File: src/rtl/range_stream_gen.sv
// range_stream_gen: buffers samples, replays them as a go-framed stream, then captures the finder's range/error.
// Define RANGE_GEN_CHECK_EN to build the incremental min/max self-check that drives mismatch.
module range_stream_gen #(
  parameter int WIDTH   = 8,
  parameter int DEPTH   = 16,
  parameter int TIMEOUT = 255
) (
  input  logic                       clock,
  input  logic                       reset,
  input  logic                       clear,
  input  logic                       load_valid,
  input  logic [WIDTH-1:0]           load_data,
  input  logic                       start,
  output logic [WIDTH-1:0]           data_out,
  output logic                       go_out,
  input  logic                       finish_in,
  input  logic [WIDTH-1:0]           range_in,
  input  logic                       error_in,
  output logic                       busy,
  output logic                       done,
  output logic [WIDTH-1:0]           result,
  output logic                       rx_error,
  output logic                       timeout,
  output logic                       mismatch,
  output logic [$clog2(DEPTH+1)-1:0] count,
  output logic                       overflow
);
  localparam int CW = $clog2(DEPTH + 1);
  localparam int AW = DEPTH > 1 ? $clog2(DEPTH) : 1;
  localparam int TW = TIMEOUT > 1 ? $clog2(TIMEOUT) : 1;

  typedef enum logic [1:0] {IDLE, SEND, WAIT, DONE} state_t;

  state_t           state_q, state_d;
  logic [WIDTH-1:0] mem_q [2**AW];
  logic [CW-1:0]    count_q, count_d, idx_q, idx_d;
  logic [TW-1:0]    wcnt_q, wcnt_d;
  logic [WIDTH-1:0] data_q, data_d, result_q, result_d;
  logic             go_q, go_d, rxerr_q, rxerr_d, timeout_q, timeout_d;
  logic             mismatch_q, mismatch_d, overflow_q, overflow_d;
  logic             idle_done, do_clear, do_load, do_start, full, chk;

  assign idle_done = state_q == IDLE || state_q == DONE;
  assign do_clear  = clear && idle_done;
  assign full      = count_q == CW'(DEPTH);
  assign do_load   = load_valid && idle_done && !do_clear && !full;
  assign do_start  = start && idle_done && !do_clear;

`ifdef RANGE_GEN_CHECK_EN
  logic [WIDTH-1:0] min_q, max_q;
  always_ff @(posedge clock) begin
    if (reset || do_clear) begin
      min_q <= '0;
      max_q <= '0;
    end else if (do_load) begin
      min_q <= (count_q == '0 || load_data < min_q) ? load_data : min_q;
      max_q <= (count_q == '0 || load_data > max_q) ? load_data : max_q;
    end
  end
  assign chk = range_in != max_q - min_q && !error_in;
`else
  assign chk = 1'b0;
`endif

  always_ff @(posedge clock)
    if (do_load) mem_q[count_q[AW-1:0]] <= load_data;

  always_ff @(posedge clock) begin
    if (reset) begin
      state_q    <= IDLE;
      count_q    <= '0;
      idx_q      <= '0;
      wcnt_q     <= '0;
      data_q     <= '0;
      go_q       <= 1'b0;
      result_q   <= '0;
      rxerr_q    <= 1'b0;
      timeout_q  <= 1'b0;
      mismatch_q <= 1'b0;
      overflow_q <= 1'b0;
    end else begin
      state_q    <= state_d;
      count_q    <= count_d;
      idx_q      <= idx_d;
      wcnt_q     <= wcnt_d;
      data_q     <= data_d;
      go_q       <= go_d;
      result_q   <= result_d;
      rxerr_q    <= rxerr_d;
      timeout_q  <= timeout_d;
      mismatch_q <= mismatch_d;
      overflow_q <= overflow_d;
    end
  end

  always_comb begin
    state_d    = state_q;
    count_d    = count_q + CW'(do_load);
    idx_d      = idx_q;
    wcnt_d     = wcnt_q;
    data_d     = data_q;
    go_d       = go_q;
    result_d   = result_q;
    rxerr_d    = rxerr_q;
    timeout_d  = timeout_q;
    mismatch_d = mismatch_q;
    overflow_d = overflow_q || (load_valid && idle_done && !do_clear && full);
    if (do_clear) begin
      state_d    = IDLE;
      count_d    = '0;
      data_d     = '0;
      go_d       = 1'b0;
      result_d   = '0;
      rxerr_d    = 1'b0;
      timeout_d  = 1'b0;
      mismatch_d = 1'b0;
      overflow_d = 1'b0;
    end else begin
      case (state_q)
        SEND: begin
          // idx_q is the next sample to emit; once it reaches count the frame is over
          if (idx_q == count_q) begin
            state_d = WAIT;
            go_d    = 1'b0;
            data_d  = '0;
            wcnt_d  = '0;
          end else begin
            go_d   = 1'b1;
            data_d = mem_q[idx_q[AW-1:0]];
            idx_d  = idx_q + CW'(1);
          end
        end
        WAIT: begin
          if (finish_in) begin
            state_d    = DONE;
            result_d   = range_in;
            rxerr_d    = error_in;
            mismatch_d = chk;
          end else if (wcnt_q == TW'(TIMEOUT - 1)) begin
            state_d   = DONE;
            timeout_d = 1'b1;
            result_d  = '0;
          end else begin
            wcnt_d = wcnt_q + TW'(1);
          end
        end
        default: begin
          if (do_start) begin
            state_d    = count_d != '0 ? SEND : DONE;
            idx_d      = '0;
            result_d   = '0;
            rxerr_d    = 1'b0;
            timeout_d  = 1'b0;
            mismatch_d = 1'b0;
          end
        end
      endcase
    end
  end

  always_comb begin
    busy     = state_q == SEND || state_q == WAIT;
    done     = state_q == DONE;
    data_out = data_q;
    go_out   = go_q;
    result   = result_q;
    rx_error = rxerr_q;
    timeout  = timeout_q;
    mismatch = mismatch_q;
    count    = count_q;
    overflow = overflow_q;
  end
endmodule

File: config.mk
export PLATFORM = sky130hd
export DESIGN_NAME = range_stream_gen
export DESIGN_NICKNAME = d
export VERILOG_FILES = /design/src/rtl/range_stream_gen.sv
export SDC_FILE = /design/constraint.sdc
export NUM_CORES = 1
export LEC_CHECK = 0
export BUFFER_PORTS_ARGS = -buffer_cell sky130_fd_sc_hd__buf_4
export CAP_MARGIN = 10
export CORE_ASPECT_RATIO = 0.6
export CORE_MARGIN = 2
export CORE_UTILIZATION = 50
export CTS_BUF_LIST = sky130_fd_sc_hd__clkbuf_8
export DETAILED_ROUTE_END_ITERATION = 6
export GPL_TIMING_DRIVEN = 1
export HOLD_SLACK_MARGIN = 0.1
export PLACE_DENSITY_LB_ADDON = 0.12
export REMOVE_ABC_BUFFERS = 1
export SYNTH_ARGS = -nofsm -noshare
export SYNTH_HDL_FRONTEND = slang
export SYNTH_SLANG_ARGS = --single-unit
File: constraint.sdc
create_clock -name clock -period 5.6 [get_ports clock]
set_input_delay 1.12 -clock clock [delete_from_list [all_inputs] [get_ports clock]]
set_output_delay 1.12 -clock clock [all_outputs]
set_load 0.02 [all_outputs]
==> Word-level counts from Yosys, hierarchy flattened <==
Memory sizes are Yosys's and may differ from the RTL's. A register that Yosys moved wholly into a read port is not among the register bits.
Index checks and enable logic that the tools add are counted.
{ "op_classes": {"addsub": 3, "eq_ne": 13, "bitwise": 3, "n_reduce_logical": 25, "muxes": 31} }
{ "ops": {"columns": ["cell", "count"], "rows": [
  ["2-to-1 mux 8 bit", 7],
  ["case mux 8 bit (2 select lines)", 2],
  ["inequality test 2 bit, second input constant", 6],
  ["2-to-1 mux 2 bit", 5],
  ["2-to-1 mux 5 bit", 2],
  ["case mux 5 bit (2 select lines)", 1],
  ["AND reduction 3 bit", 3],
  ["adder 8 x 1 -> 8 bit, second input constant", 1],
  ["== test 8 bit, second input constant", 1],
  ["2-to-1 mux 1 bit", 8],
  ["2-to-1 mux 4 bit", 2],
  ["AND reduction 4 bit", 2],
  ["logical AND 1 bit", 7],
  ["case mux 1 bit (2 select lines)", 3],
  ["nonzero test 2 bit", 3],
  ["adder 5 x 1 -> 5 bit", 1],
  ["adder 5 x 1 -> 5 bit, second input constant", 1],
  ["== test 5 bit", 1],
  ["== test 5 bit, second input constant", 1],
  ["AND reduction 5 bit", 1],
  ["nonzero test 5 bit", 1],
  ["== test 2 bit, second input constant", 2],
  ["case mux 2 bit (2 select lines)", 1],
  ["logical OR 1 bit", 3],
  ["7 further kinds", 10]
]} }
{ "word_totals": {"memories": 1, "mem_bits_rw": 128, "wordCells": 87, "output_inout_bits": 28, "reg_bits": 41} }
{ "mem_list": {"columns": ["name", "words", "word_bits", "rd", "rd_clocked_by_memory_dff", "wr", "line", "source"], "rows": [
  ["mem_q", 16, 8, 1, 1, 1, "35", "logic [WIDTH-1:0] mem_q [2**AW];"]
]} }

==> Longest topological paths before layout <==
{ "depth": {"depth_word": 11, "mapped_depth": 11, "mapped_depth_nobuf": 11} }

==> Worst setup path after synthesis <==
No wires, ideal clock.
{ "synth_path": {"path_type": "input -> register", "from": "in clear", "to": "mem mem_q[0][0], enable pin", "n_path_buf": 0, "cell_stages": 3, "t_arrival_ps": 2265, "path_slack_ps": 2952, "path_cell_list": "nand3b_1 or3_1 nor3_1"} }
{ "synth_via": {"elab_chain_cells": 6} }
{ "synth_lines": {"columns": ["item", "line", "source"], "rows": [
  ["start: declaration", "10", "input logic clear,"],
  ["logical AND 1 bit", "44", "assign do_clear = clear && idle_done;"],
  ["zero test 1 bit", "46", "assign do_load = load_valid && idle_done && !do_clear && !full;"],
  ["logical AND 1 bit (2 in a row)", "46", null],
  ["2-to-1 mux 1 bit", "66", "if (do_load) mem_q[count_q[AW-1:0]] <= load_data;"],
  ["2-to-1 mux 1 bit (implied by the code)", "66", null],
  ["end: declaration", "35", null]
]} }
No other way between the ends.

==> Worst setup path in the final report <==
{ "layout_path": {"from": "reg state_q[0]", "to": "out busy"} }
{ "layout_via": {"elab_chain_cells": 2, "word_cells_on_any_way": 3, "classes_between": "eq/ne: 2; reduce/logical: 1"} }
{ "layout_lines": {"columns": ["item", "line", "source"], "rows": [
  ["start: declaration", "34", "state_t state_q, state_d;"],
  ["start signal: assignment", "82", "state_q <= state_d;"],
  ["== test 2 x 1 -> 1 bit / == test 2 bit (equally long branches)", "162", "busy = state_q == SEND || state_q == WAIT;"],
  ["logical OR 1 bit (*)", "162", null],
  ["end: declaration", "19", "output logic busy,"]
]} }
Mark *: on every way between the ends. The rest lies on a longest branch, timed or not.

==> impl_metrics.toml <==
[logic_synthesis]
synthSimpleGateAreaFrac = 0.0867
yosysWarnings = 0
synth-edff-count = 128
synth-compound-area-share = 0.0742
syn_area_sq_um = 7020
ys_seq_elements = 172
synth-xor-area-share = 0.0123
synthDistinctLibCells = 50
synthArstFlopShare = 0
synth_ff_type = "edfxtp_1"
avgSynthCellArea_sq_um = 15.4
ys_seq_area_frac = 0.673
synth_top_family_by_area = "multiplexers"
synthAdderAreaFrac = 0.0160
synthMuxAreaShare = 0.116
syn_inst = 457

[sta]
relSlewSlack = 0.249
setup_viol = 0
finalHoldViolCount = 0
fin_crit_sh = 0.494
max_slew.worst_pin.slew_ns = 1.13
drv_slew = 0
clock_skew_ns = 0.0227
rsz0062_at_grt = "false"
finalCriticalPeriod_ns = 2.77
clock.fmax_mhz = 361
tns_ns = 0

[floorplan]
ios = 51
die-area_sq_um = 15000
rows = 33
die_w_microns = 157
die_h_microns = 95.8
placeableCoreArea_sq_um = 13700
start_util = 0.513

[global_routing]
overflow = 0
grt_max_degree = 33
track_usage = 0.218
grt_pass1_vias = 3960
grt_pass1_wl_mm = 23.3
antenna_found_initial = 0

[clocking]
cts_tree = "built"
cts-buffers-inserted = 17
cts_resized = 0
clock_latency_ns = 0.45
ctsHtreeMaxLevel = 4
path_clk_slew_ns = 0.11
cts_root_buf = "clkbuf_8"
cts.sinks = 172
clockBufferDepth = 2
hold_buffers = 0
postCtsSetupRepairBufs = 0

[critical_path]
end_kind = "output pin"
critical_path_buf_inv_count = 3
required_ns = 4.48
critPathTopFamily = "flip-flops"
worstSetupStartpointType = "flip-flop"
cp_common_cell = "inv_1"
slowest_stage = "dfxtp_1"
crit_arrival_ns = 1.65
max_stage_delay_ns = 0.42
critPathKind = "flip-flop to output pin"
path_max_fanout = 7
path_cells = "inv_1 > ha_1 > inv_1 > buf_4"

[routing]
vias = 4170
drc_errors = 0
wl_per_cell_microns = 21.4
route.final.wire_length_mm = 15.2
firstDrtPassIters = 5
ant_nets = 0
routed_via_density = 5.88
first_iter_violations = 385

[run]
drv_cap = 0

[min_path]
hold_class = "flip-flop to flip-flop"

[power]
power_density_nw_per_um2 = 345
ir_drop_mv = 0.146
p_leak_nw = 2.63
totalPowerFinal_mw = 2.74

[final_layout]
nFillCells = 1053
diodes = 0
num-nets-final = 536
layout-drive-gt1-share = 0.244
area_delta_synth_final_pct = 13.2

[status]
outcome = "finished clean"

[place]
port_buffers = 49
gp_congestion = 0.797
dp_hpwl_mm = 10.4
where the power goes:
part / switching, mW / internal (mW)
Sequential: 0.0244 / 1.40
Clock: 0.523 / 0.348
Combinational: 0.305 / 0.143
Total: 0.852 / 1.89
registers in the layout (all words and copies together) (netlist names), named ones only:
signal / flops
mem_q: 128
result: 8
timeout: 1
count: 5
rx_error: 1
state_q: 2
idx_q: 5
overflow: 1
data_out: 8
go_out: 1
wcnt_q: 8
cells in the mapped netlist, types with 2 or more instances:
master	instances	area share
mux2i_1	8	0.011
or4_1	2	0.0021
a21oi_1	27	0.019
mux4_2	32	0.10
a22o_1	11	0.014
nor2b_1	12	0.011
buf_6	3	0.0048
ha_1	9	0.016
nand4b_1	2	0.0025
a211oi_1	9	0.0096
nand2b_1	5	0.0045
xnor2_1	2	0.0025
nor2_1	31	0.017
nand2_1	20	0.011
dfxtp_1	44	0.13
nor3_1	6	0.0043
nand4_1	12	0.011
buf_1	2	0.0011
a21o_1	2	0.0021
o21ai_0	8	0.0057
or3_1	2	0.0018
and2_1	2	0.0018
o211ai_1	5	0.0054
a31o_2	2	0.0025
xor2_1	6	0.0075
a31oi_1	6	0.0054
buf_2	5	0.0036
buf_4	2	0.0021
clkbuf_1	12	0.0064
nand3_1	14	0.010
a21o_2	2	0.0025
edfxtp_1	128	0.55
nand3b_1	2	0.0021
inv_1	6	0.0032
cell families (layout without fill, tap and decap cells):
group,after synthesis,in the layout
buffers and inverters,30,90
xor gates and xnor gates,9,9
muxes,41,41
adders and majority gates,9,9
and+or+nand+nor,117,117
DFF,172,172
other,1,1
AOI/OAI and AO/OA,78,78
layer usage:
| metal | global-route usage | part of all wire | vias to the layer above |
|---|---|---|---|
| met2 | 0.294 | 0.41 | 177 |
| li1 | - | - | 1883 |
| met3 | 0.0446 | 0.076 | 10 |
| met1 | 0.356 | 0.50 | 2100 |
| met4 | 0.0596 | 0.0066 | 0 |
| met5 | 0 | 0 | - |
path summary, 6_finish.rpt:
kind	from	endpoint	slack, ns	depth (start not counted)
worst min register to register	result[3]$_SDFFE_PP0P_	result[3]$_SDFFE_PP0P_	0.46	2
worst max-delay path	state_q[0]$_SDFFE_PP0P_	busy	2.83	4
worst min-delay path	result[3]$_SDFFE_PP0P_	result[3]$_SDFFE_PP0P_	0.46	2
worst max register to register	state_q[0]$_SDFFE_PP0P_	mem_q[5][3]$_DFFE_PP_	2.93	6
stage by stage:
stage	hold WS, ns	std cells	setup slack (ns)	utilization	cell area [sq um]
finish	0.459	709	2.83	0.581	7950
global route	0.483	709	2.75	0.581	7950
CTS	0.462	708	2.80	0.581	7940
detailed placement	0.446	676	2.45	0.550	7510
global placement	0.440	676	2.51	0.550	7510
floorplan	0.474	433	2.76	-	6890
layout by cell type (no fill, tap or decap), types with 3 or more instances in the layout:
cell        n
nand4_1    12
nor3_1      6
edfxtp_1  128
inv_6       3
a211oi_1    9
a22o_1     11
nor2b_1    12
ha_1        9
mux4_2     32
inv_1       6
dfxtp_1    43
nand2b_1    5
a31oi_1     6
nor2_1     31
nand3_1    14
nand2_1    20
o211ai_1    5
a21oi_1    27
xor2_1      6
buf_4      51
mux2i_1     8
clkinv_8    6
clkbuf_8   17
o21ai_0     8
inv_8       5
layout make-up:
cell class                      instances  area [sq um]  share of cell area
Multi-Input combinational cell        255          2140               0.270
Clock buffer                           17           234              0.0294
Clock inverter                         15           189              0.0238
Sequential cell                       172          4730               0.595
Tap cell                              192           240              0.0302
Timing Repair Buffer                   52           390              0.0491
Inverter                                6          22.5             0.00283
worst reg2reg max path, stage by stage, from the launching register on:
cell and delay, ns:
dfxtp_1 0.42, inv_1 0.07, ha_1 0.41, inv_1 0.14, nor3b_1 0.34, nand3b_1 0.24
nor2_1 0.68
No activity file was read; power rests on OpenSTA's default activity.
